===== src/rtl/conv_load_scheduler_pkg.sv =====
// rtl/conv_load_scheduler_pkg.sv - shared state encoding and layer-size helpers
package conv_load_scheduler_pkg;

  // Scheduler phases for one image
  typedef enum logic [1:0] {
    ST_LOAD_WGT = 2'd0,
    ST_LOAD_ACT = 2'd1,
    ST_CONV     = 2'd2,
    ST_DONE     = 2'd3
  } sched_state_e;

  // Number of outputs produced by a square valid-padding convolution
  function automatic int out_count(input int matrix_size, input int kernel_size, input int stride);
    int side;
    side = (matrix_size - kernel_size) / stride + 1;
    return side * side;
  endfunction

  // Weights followed by one bias per weight position
  function automatic int wgt_total(input int kernel_size);
    return 2 * kernel_size * kernel_size;
  endfunction

  // Full activation matrix
  function automatic int act_total(input int matrix_size);
    return matrix_size * matrix_size;
  endfunction

endpackage


===== src/rtl/conv_load_scheduler_load_word_counter.sv =====
// rtl/conv_load_scheduler_load_word_counter.sv - up counter that clears itself on its terminal value
module load_word_counter #(
  parameter int AddrBits = 11
) (
  input  logic                clk_i,
  input  logic                rst_i,
  input  logic                inc_i,
  input  logic [AddrBits-1:0] term_i,
  output logic [AddrBits-1:0] count_o,
  output logic                at_term_o
);

  logic [AddrBits-1:0] count_q;
  logic [AddrBits-1:0] count_d;

  assign at_term_o = (count_q == term_i);
  assign count_o   = count_q;

  // Increment per event; the terminal event returns to zero so the count never wraps
  always_comb begin
    count_d = count_q;
    if (inc_i) begin
      count_d = at_term_o ? '0 : count_q + 1'b1;
    end
  end

  // Count register
  always_ff @(posedge clk_i or posedge rst_i) begin
    if (rst_i) begin
      count_q <= '0;
    end else begin
      count_q <= count_d;
    end
  end

endmodule


===== src/rtl/conv_load_scheduler.sv =====
// rtl/conv_load_scheduler.sv - per-image load/convolve sequencer feeding weight and activation BRAMs
module conv_load_scheduler
  import conv_load_scheduler_pkg::*;
#(
  parameter int N          = 8,
  parameter int AddrBits   = 11,
  parameter int MatrixSize = 28,
  parameter int KernelSize = 3,
  parameter int Stride     = 1
) (
  input  logic                clk_i,
  input  logic                rst_i,
  input  logic [N-1:0]        s_data_i,
  input  logic                s_valid_i,
  output logic                s_ready_o,
  input  logic                wgt_reload_i,
  output logic                wgt_we_o,
  output logic [AddrBits-1:0] wgt_addr_o,
  output logic [N-1:0]        wgt_data_o,
  output logic                act_we_o,
  output logic [AddrBits-1:0] act_addr_o,
  output logic [N-1:0]        act_data_o,
  output logic                conv_run_o,
  input  logic                conv_valid_i,
  output logic                busy_o,
  output logic                img_done_o
);

  localparam int WgtTot = wgt_total(KernelSize);
  localparam int ActTot = act_total(MatrixSize);
  localparam int OutTot = out_count(MatrixSize, KernelSize, Stride);

  localparam logic [AddrBits-1:0] WgtLast = AddrBits'(WgtTot - 1);
  localparam logic [AddrBits-1:0] ActLast = AddrBits'(ActTot - 1);
  localparam logic [AddrBits-1:0] OutLast = AddrBits'(OutTot - 1);

  // Totals must fit the counters, otherwise terminal compares would never match
  if (WgtTot > (1 << AddrBits)) begin : g_wgt_too_big
    $error("conv_load_scheduler: weight total exceeds address range");
  end
  if (ActTot > (1 << AddrBits)) begin : g_act_too_big
    $error("conv_load_scheduler: activation total exceeds address range");
  end
  if (OutTot > (1 << AddrBits)) begin : g_out_too_big
    $error("conv_load_scheduler: output total exceeds counter range");
  end

  sched_state_e state_q, state_d;
  logic         reload_flag_q, reload_flag_d;
  logic         conv_run_q, conv_run_d;
  logic         busy_q, busy_d;
  logic         img_done_q, img_done_d;

  logic                xfer;
  logic                in_wgt;
  logic                in_act;
  logic [AddrBits-1:0] word_cnt;
  logic [AddrBits-1:0] word_term;
  logic                word_at_term;
  logic                out_inc;
  logic [AddrBits-1:0] out_cnt;
  logic                out_at_term;

  assign in_wgt    = (state_q == ST_LOAD_WGT);
  assign in_act    = (state_q == ST_LOAD_ACT);
  assign s_ready_o = in_wgt | in_act;
  assign xfer      = s_valid_i & s_ready_o;
  assign word_term = in_wgt ? WgtLast : ActLast;
  assign out_inc   = conv_valid_i & (state_q == ST_CONV);

  load_word_counter #(.AddrBits(AddrBits)) u_word_cnt (
    .clk_i     (clk_i),
    .rst_i     (rst_i),
    .inc_i     (xfer),
    .term_i    (word_term),
    .count_o   (word_cnt),
    .at_term_o (word_at_term)
  );

  load_word_counter #(.AddrBits(AddrBits)) u_out_cnt (
    .clk_i     (clk_i),
    .rst_i     (rst_i),
    .inc_i     (out_inc),
    .term_i    (OutLast),
    .count_o   (out_cnt),
    .at_term_o (out_at_term)
  );

  // Port-A writes pass the accepted word straight through at the current word index
  always_comb begin
    wgt_we_o   = xfer & in_wgt;
    act_we_o   = xfer & in_act;
    wgt_addr_o = word_cnt;
    act_addr_o = word_cnt;
    wgt_data_o = s_data_i;
    act_data_o = s_data_i;
  end

  // Next-state, sticky reload request and registered status outputs
  always_comb begin
    state_d       = state_q;
    reload_flag_d = reload_flag_q;
    conv_run_d    = conv_run_q;
    if (wgt_reload_i && (state_q != ST_DONE)) begin
      reload_flag_d = 1'b1;
    end
    unique case (state_q)
      ST_LOAD_WGT: begin
        if (xfer && word_at_term) begin
          state_d = ST_LOAD_ACT;
        end
      end
      ST_LOAD_ACT: begin
        if (xfer && word_at_term) begin
          state_d    = ST_CONV;
          conv_run_d = 1'b1;
        end
      end
      ST_CONV: begin
        if (out_inc && out_at_term) begin
          state_d    = ST_DONE;
          conv_run_d = 1'b0;
        end
      end
      ST_DONE: begin
        state_d       = (reload_flag_q || wgt_reload_i) ? ST_LOAD_WGT : ST_LOAD_ACT;
        reload_flag_d = 1'b0;
      end
      default: state_d = ST_LOAD_WGT;
    endcase
    // In LOAD_WGT the block only counts as busy once the first weight is taken
    busy_d     = (state_d != ST_LOAD_WGT) ||
                 ((state_q == ST_LOAD_WGT) && (xfer || busy_q));
    img_done_d = (state_d == ST_DONE);
  end

  // Scheduler FSM register
  always_ff @(posedge clk_i or posedge rst_i) begin
    if (rst_i) begin
      state_q       <= ST_LOAD_WGT;
      reload_flag_q <= 1'b0;
      conv_run_q    <= 1'b0;
      busy_q        <= 1'b0;
      img_done_q    <= 1'b0;
    end else begin
      state_q       <= state_d;
      reload_flag_q <= reload_flag_d;
      conv_run_q    <= conv_run_d;
      busy_q        <= busy_d;
      img_done_q    <= img_done_d;
    end
  end

  assign conv_run_o = conv_run_q;
  assign busy_o     = busy_q;
  assign img_done_o = img_done_q;

endmodule


===== config.mk =====
export PLATFORM = sky130hd
export DESIGN_NAME = conv_load_scheduler
export DESIGN_NICKNAME = d
export VERILOG_FILES = /design/src/rtl/conv_load_scheduler_pkg.sv /design/src/rtl/conv_load_scheduler_load_word_counter.sv /design/src/rtl/conv_load_scheduler.sv
export SDC_FILE = /design/constraint.sdc
export NUM_CORES = 1
export LEC_CHECK = 0
export ABC_CLOCK_PERIOD_IN_PS = 6000
export BUFFER_PORTS_ARGS = -buffer_cell sky130_fd_sc_hd__buf_2
export CAP_MARGIN = 5
export CORE_MARGIN = 10
export CORE_UTILIZATION = 50
export CTS_CLUSTER_SIZE = 12
export DETAILED_ROUTE_END_ITERATION = 12
export GPL_TIMING_DRIVEN = 0
export PLACE_DENSITY = 0.91
export SKIP_LAST_GASP = 1
export SYNTH_ARGS = -nofsm -noshare
export SYNTH_HDL_FRONTEND = slang
export SYNTH_SLANG_ARGS = --single-unit
export TNS_END_PERCENT = 1

===== constraint.sdc =====
create_clock -name clk_i -period 6 [get_ports clk_i]
set_clock_uncertainty 0.05 [all_clocks]
set_input_delay 0 -clock clk_i [delete_from_list [all_inputs] [get_ports clk_i]]
set_output_delay 0 -clock clk_i [all_outputs]
set_load 0.01 [all_outputs]

# [Word level (Yosys, flattened, before mapping)]
# Index checks and enable logic that the tools add are counted.
[totals] input_bits=13 elab_cells=48 reg_bits=28 out_inout_bits=44
[op_classes] muxes=13 bitwise=5 eq_ne=9 add_sub_neg=2 reduce_logical=12
[ops] operator="11-bit by 1-bit adder with 11-bit output, second input constant" n=2
[ops] operator="11-bit two-way mux" n=2
[ops] operator="11-bit by 10-bit == test with 1-bit output" n=1
[ops] operator="11-bit by 10-bit == test with 1-bit output, second input constant" n=1
[ops] operator="10-bit two-way mux" n=1
[ops] operator="2-bit case mux with 4 select lines" n=1
[ops] operator="2-bit == test, second input constant" n=3
[ops] operator="2-bit two-way mux" n=3
[ops] operator="2-bit nonzero test" n=3
[ops] operator="1-bit two-way mux" n=5
[ops] operator="1-bit AND" n=4
[ops] operator="1-bit logical AND" n=4
[ops] operator="2-bit by 1-bit inequality test with 1-bit output, second input constant" n=2
[ops] operator="1-bit logical OR" n=3
[ops] operator="3-bit AND reduction" n=1
[ops] operator="2-bit by 1-bit == test with 1-bit output, second input constant" n=1
[ops] operator="2-bit zero test" n=1
[ops] operator="2-bit inequality test, second input constant" n=1
[ops] operator="1-bit case mux with 2 select lines" n=1
[ops] operator="1-bit bitwise OR" n=1

# [Depth between registers and ports, before layout]
[depth] word_depth=8 depth_mapped=8 mapped_depth_nobuf=7

# [Cells and area by module]
# Synthesis repeated with hierarchy kept, for this count alone.
[hier_totals] hier_cells=222 hier_area_um2=2163.3
[modules_own_cells] mod="load_word_counter" cells_per_inst=75 area_each_um2=779.5 n_inst=2 seq_area_each_um2=275.3
[modules_own_cells] mod="conv_load_scheduler" cells_per_inst=72 area_each_um2=604.3 n_inst=1 seq_area_each_um2=150.1

# [Worst setup path after synthesis]
# Ideal clock, no wire load.
[synth_path] path_kind="reg-to-reg" startpoint="register state_q[1]" endpoint="register conv_run_q, in the netlist conv_run_o" setup_ns=0.123 t_required_ns=5.827 synth_period_minus_slack_ns=1.933 t_arrival_ns=1.759 n_path_buf=1 stages_incl_launch_ff=9 setup_slack_ns=4.067 cell_sequence="dfrtp_1 inv_1 ha_1 o21a_1 buf_2 and4_1 o211a_1 o211ai_1 o2bb2ai_1"
[synth_between] elab_chain_cells=6 word_cells_on_any_way=15 cone_classes="eq/ne: 5; mux: 2; bitwise: 3; reduce/logical: 5"
[synth_lines] item="start, declared" line_no="conv_load_scheduler.sv:48" rtl="sched_state_e state_q, state_d;"
[synth_lines] item="start signal, assigned" line_no="conv_load_scheduler.sv:146" rtl="state_q <= state_d;"
[synth_lines] item="2-bit zero test or 2-bit by 1-bit == test with 1-bit output (tied branches)" line_no="conv_load_scheduler.sv:64, conv_load_scheduler.sv:65, conv_load_scheduler.sv:107"
[synth_lines] item="10-bit two-way mux or 1-bit bitwise OR (tied branches)" line_no="conv_load_scheduler.sv:68, conv_load_scheduler.sv:66"
[synth_lines] item="11-bit by 10-bit == test with 1-bit output or 1-bit AND (tied branches)" line_no="conv_load_scheduler_load_word_counter.sv:16, conv_load_scheduler.sv:67"
[synth_lines] item="1-bit logical AND" line_no="conv_load_scheduler.sv:114" rtl="if (xfer && word_at_term) begin"
[synth_lines] item="2-bit by 1-bit inequality test with 1-bit output (no line)"
[synth_lines] item="3-bit AND reduction (no line)"
[synth_lines] item="end signal, assigned" line_no="conv_load_scheduler.sv:148" rtl="conv_run_q <= conv_run_d;"
[synth_lines] item="end, declared" line_no="conv_load_scheduler.sv:50" rtl="logic conv_run_q, conv_run_d;"
# Parallel ways exist; a longest one is shown, timed or not.
# A chain may end at the register's enable or synchronous reset.

# [Final worst setup path]
# Ends and elaborated chain as after synthesis.

==> impl_metrics.tcl <==
set metrics [dict create \
    cts_root_buf "clkbuf_4" \
    vias 1353 \
    crit_arrival_ns 2.46 \
    setup_viol 0 \
    hpwl_um 2836 \
    cpLargestDelayFamily "compound AO/OA/AOI/OAI gates" \
    rows 21 \
    dp_slack_ns 3.759 \
    crit_buf_inv 2 \
    fin_crit_sh_pct 37.99 \
    syn_avg_cell_area_um2 9.511 \
    grt_pass1_wl_um 6051 \
    clkTransAtPathRegs_ns 0.14 \
    clock_path_buffers 2 \
    fin_ws_ns 3.721 \
    whs_path_depth 4 \
    cts_buffers 3 \
    p_sw_share_pct 39.74 \
    coreArea_mm2 0.003311 \
    diodes 0 \
    syn_inst 178 \
    slew_headroom_pct 31.56 \
    end_kind "register" \
    netlist_top_cells_area "dfrtp_1, buf_4, ha_1" \
    max_freq_mhz 438.7 \
    r2r.worst_path.cells 8 \
    wl_per_cell_um 12.80 \
    synth.yosys.seq_area_share_pct 41.39 \
    cp.required_ns 6.18 \
    grt_pass1_vias 1355 \
    die_y_um 78.19 \
    yosysUniqueCellTypes 37 \
    antenna_found_initial 0 \
    cts_max_level 1 \
    ys_warn_count 0 \
    worstMarginPinSlew_ns 1.025 \
    port_buffers 48 \
    cts_setup_buffers 0 \
    drtIter0Drc 89 \
    start_util_pct 51.13 \
    synth_top_area_share_pct 41.39 \
    comb_power_share_pct 46.1 \
    synthToLayoutAreaGrowth_pct 20.69 \
    crit_slowest_cell "dfrtp_1" \
    powerDensity_mw_per_mm2 304.9 \
    nets 255 \
    synth-main-ff-cell "dfrtp_1" \
    reg2reg_slack_ns 3.72 \
    rsz0062_at_grt "false" \
    gp_congestion 0.7755 \
    synth_nets 199 \
    status "completed" \
    grt_max_degree 29 \
    synth_top_area_cell "dfrtp_1" \
    fin_setup_tns_ns 0 \
    slowest_delay_ns 0.45 \
    worstHoldStart "s_valid_i" \
    drive_gt1_share_pct 36.21 \
    pwr-share-clk_pct 12.5 \
    drv_slew 0 \
    synth_area_mm2 0.001693 \
    wirelength_um 3559 \
    ant_nets 0 \
    io_pins 57 \
    worst_ir_drop_vdd_uv 160.4 \
    ys_ff_latch 28 \
    cts_tree "built" \
    clock_sinks 28 \
    holdWs_ns 0.1246 \
    drv_cap 0 \
    clock_latency_ns 0.33 \
    post-route-drc-count 0 \
    reg2reg_to "conv_run_o$_DFFE_PP0P_" \
    r2r-start "state_q[1]$_DFF_PP0_" \
    start_kind "register" \
    crit_path_cell_trace "inv_1 > ha_1 > o21a_1 > buf_2 > and4_1 > o211a_1 > o211ai_1 > o2bb2ai_1" \
    grtUsageTotal_pct 11.66 \
    viasPerCell 4.867 \
    drt_first_pass_iters 4 \
    leakagePower_nw 1.102 \
    cp_num_cells 8 \
    pwr-share-seq_pct 41.4 \
    async_reset_ff_share_pct 100.0 \
    min_to "u_word_cnt.count_o[0]$_DFFE_PP0P_" \
    p_sw_mw 0.2476 \
    period_needed_ns 2.279 \
    cp_max_fo 8 \
    grt_overflow 0 \
    synth-edff-count 0 \
    finalHoldViolCount 0 \
    die_area_mm2 0.006113 \
    die_x_um 78.19 \
    intPower_mw 0.3755 \
    crit_type "reg2reg" \
    min_path_type "in2reg" \
]
==> sequential cells by signal, summed over array words and instances (netlist names) <==
name                cells
u_out_cnt.count_o      11
img_done_o              1
u_word_cnt.count_o     11
conv_run_o              1
reload_flag_q           1
busy_o                  1
state_q                 2
==> layout by cell type (no fill, tap or decap), types with 5 or more instances in the layout <==
cell type	netlist	routed
o21ai_0	6	6
nand3_1	7	7
xnor2_1	7	7
nand4_1	5	5
xor2_1	10	10
inv_1	10	10
or3_1	5	5
ha_1	8	8
a21oi_1	7	7
nand2_1	12	12
buf_4	27	27
buf_2	1	49
dfrtp_1	28	28
nor2_1	15	15
==> routing by layer <==
| layer | wire (um) | share of wire (%) | GRT usage, % |
|---|---|---|---|
| met3 | 324 | 9.1 | 4.328 |
| met5 | 0 | 0 | 0 |
| met1 | 1492 | 42 | 13.42 |
| met4 | 53 | 1.5 | 3.763 |
| met2 | 1689 | 47 | 19.57 |
==> how the worst max path moves through the flow <==
stage                               startpoint                      to  slack, ns
final                     state_q[1]$_DFF_PP0_  conv_run_o$_DFFE_PP0P_       3.72
after global routing      state_q[1]$_DFF_PP0_  conv_run_o$_DFFE_PP0P_       3.57
after CTS                 state_q[1]$_DFF_PP0_  conv_run_o$_DFFE_PP0P_       3.74
after detailed placement  state_q[1]$_DFF_PP0_  conv_run_o$_DFFE_PP0P_       3.76
after global placement    state_q[1]$_DFF_PP0_  conv_run_o$_DFFE_PP0P_       3.77
after floorplan           state_q[1]$_DFF_PP0_  conv_run_o$_DFFE_PP0P_       4.07
==> power groups by stage <==
stage / Combinational [mW] / Sequential, mW / Clock, mW
5_1_grt: 0.320 / 0.266 / 0.0872
3_5_place_dp: 0.290 / 0.262 / 0
4_1_cts: 0.293 / 0.258 / 0.0808
2_1_floorplan: 0.190 / 0.266 / 0
6_report: 0.287 / 0.258 / 0.0777
3_3_place_gp: 0.282 / 0.261 / 0
==> cells by family (layout without fill, tap and decap cells) <==
logic type               Yosys count  in the layout  share of synthesized area (%)
XOR/XNOR                          17             17                          8.795
adder cells (fa/ha/maj)            8              8                          5.913
multiplexers                       1              1                         0.5913
AND/OR/NAND/NOR                   62             62                          19.74
buffers and inverters             40             94                          14.93
flip-flops                        28             28                          41.39
AO/OA/AOI/OAI                     22             22                          8.648
==> cells in the mapped netlist, types with 2 or more instances <==
master	instances
xor2_1	10
inv_1	10
nor2_1	15
nand4_1	5
a21oi_1	7
buf_4	27
a211o_1	2
nand3_1	7
xnor2_1	7
nor3_1	4
or3_1	5
o21ai_0	6
clkbuf_1	2
ha_1	8
nand2_1	12
and2_1	3
dfrtp_1	28
==> worst register-to-register path, delay by kind of cell (launching register included) <==
kind,cells,cell delay [ns]
AOI/OAI and AO/OA,4,0.76
adders and majority gates,1,0.30
buffers and inverters,2,0.32
DFF,1,0.45
and+or+nand+nor,1,0.31
==> metrics by stage <==
stage	util [%]	cells	instance area (um^2)	power [mW]
detailed placement	60.13	272	1991	0.5523
CTS	61.72	278	2043	0.6319
global placement	60.13	272	1991	0.5428
finish	61.72	278	2043	0.6231
floorplan	-	178	1693	0.4551
global route	61.72	278	2043	0.6731
==> what timing repair did <==
item                                   in CTS  in global routing
setup endpoints to repair                   0                  0
endpoints found under the hold margin      30                  0
gates resized for setup                     0                  0
hold buffers                                3                  0
==> final cells by class <==
type                    count  area, um^2
multi-input cells         110       739.5
repair buffers             51       270.3
well taps                  46       57.56
inverters                  10       37.54
fillers                   290        1267
clock buffers               3       22.52
plain buffers              30       215.2
flip-flops and latches     28       700.7
Note: power is estimated with default switching activity, not from simulation.
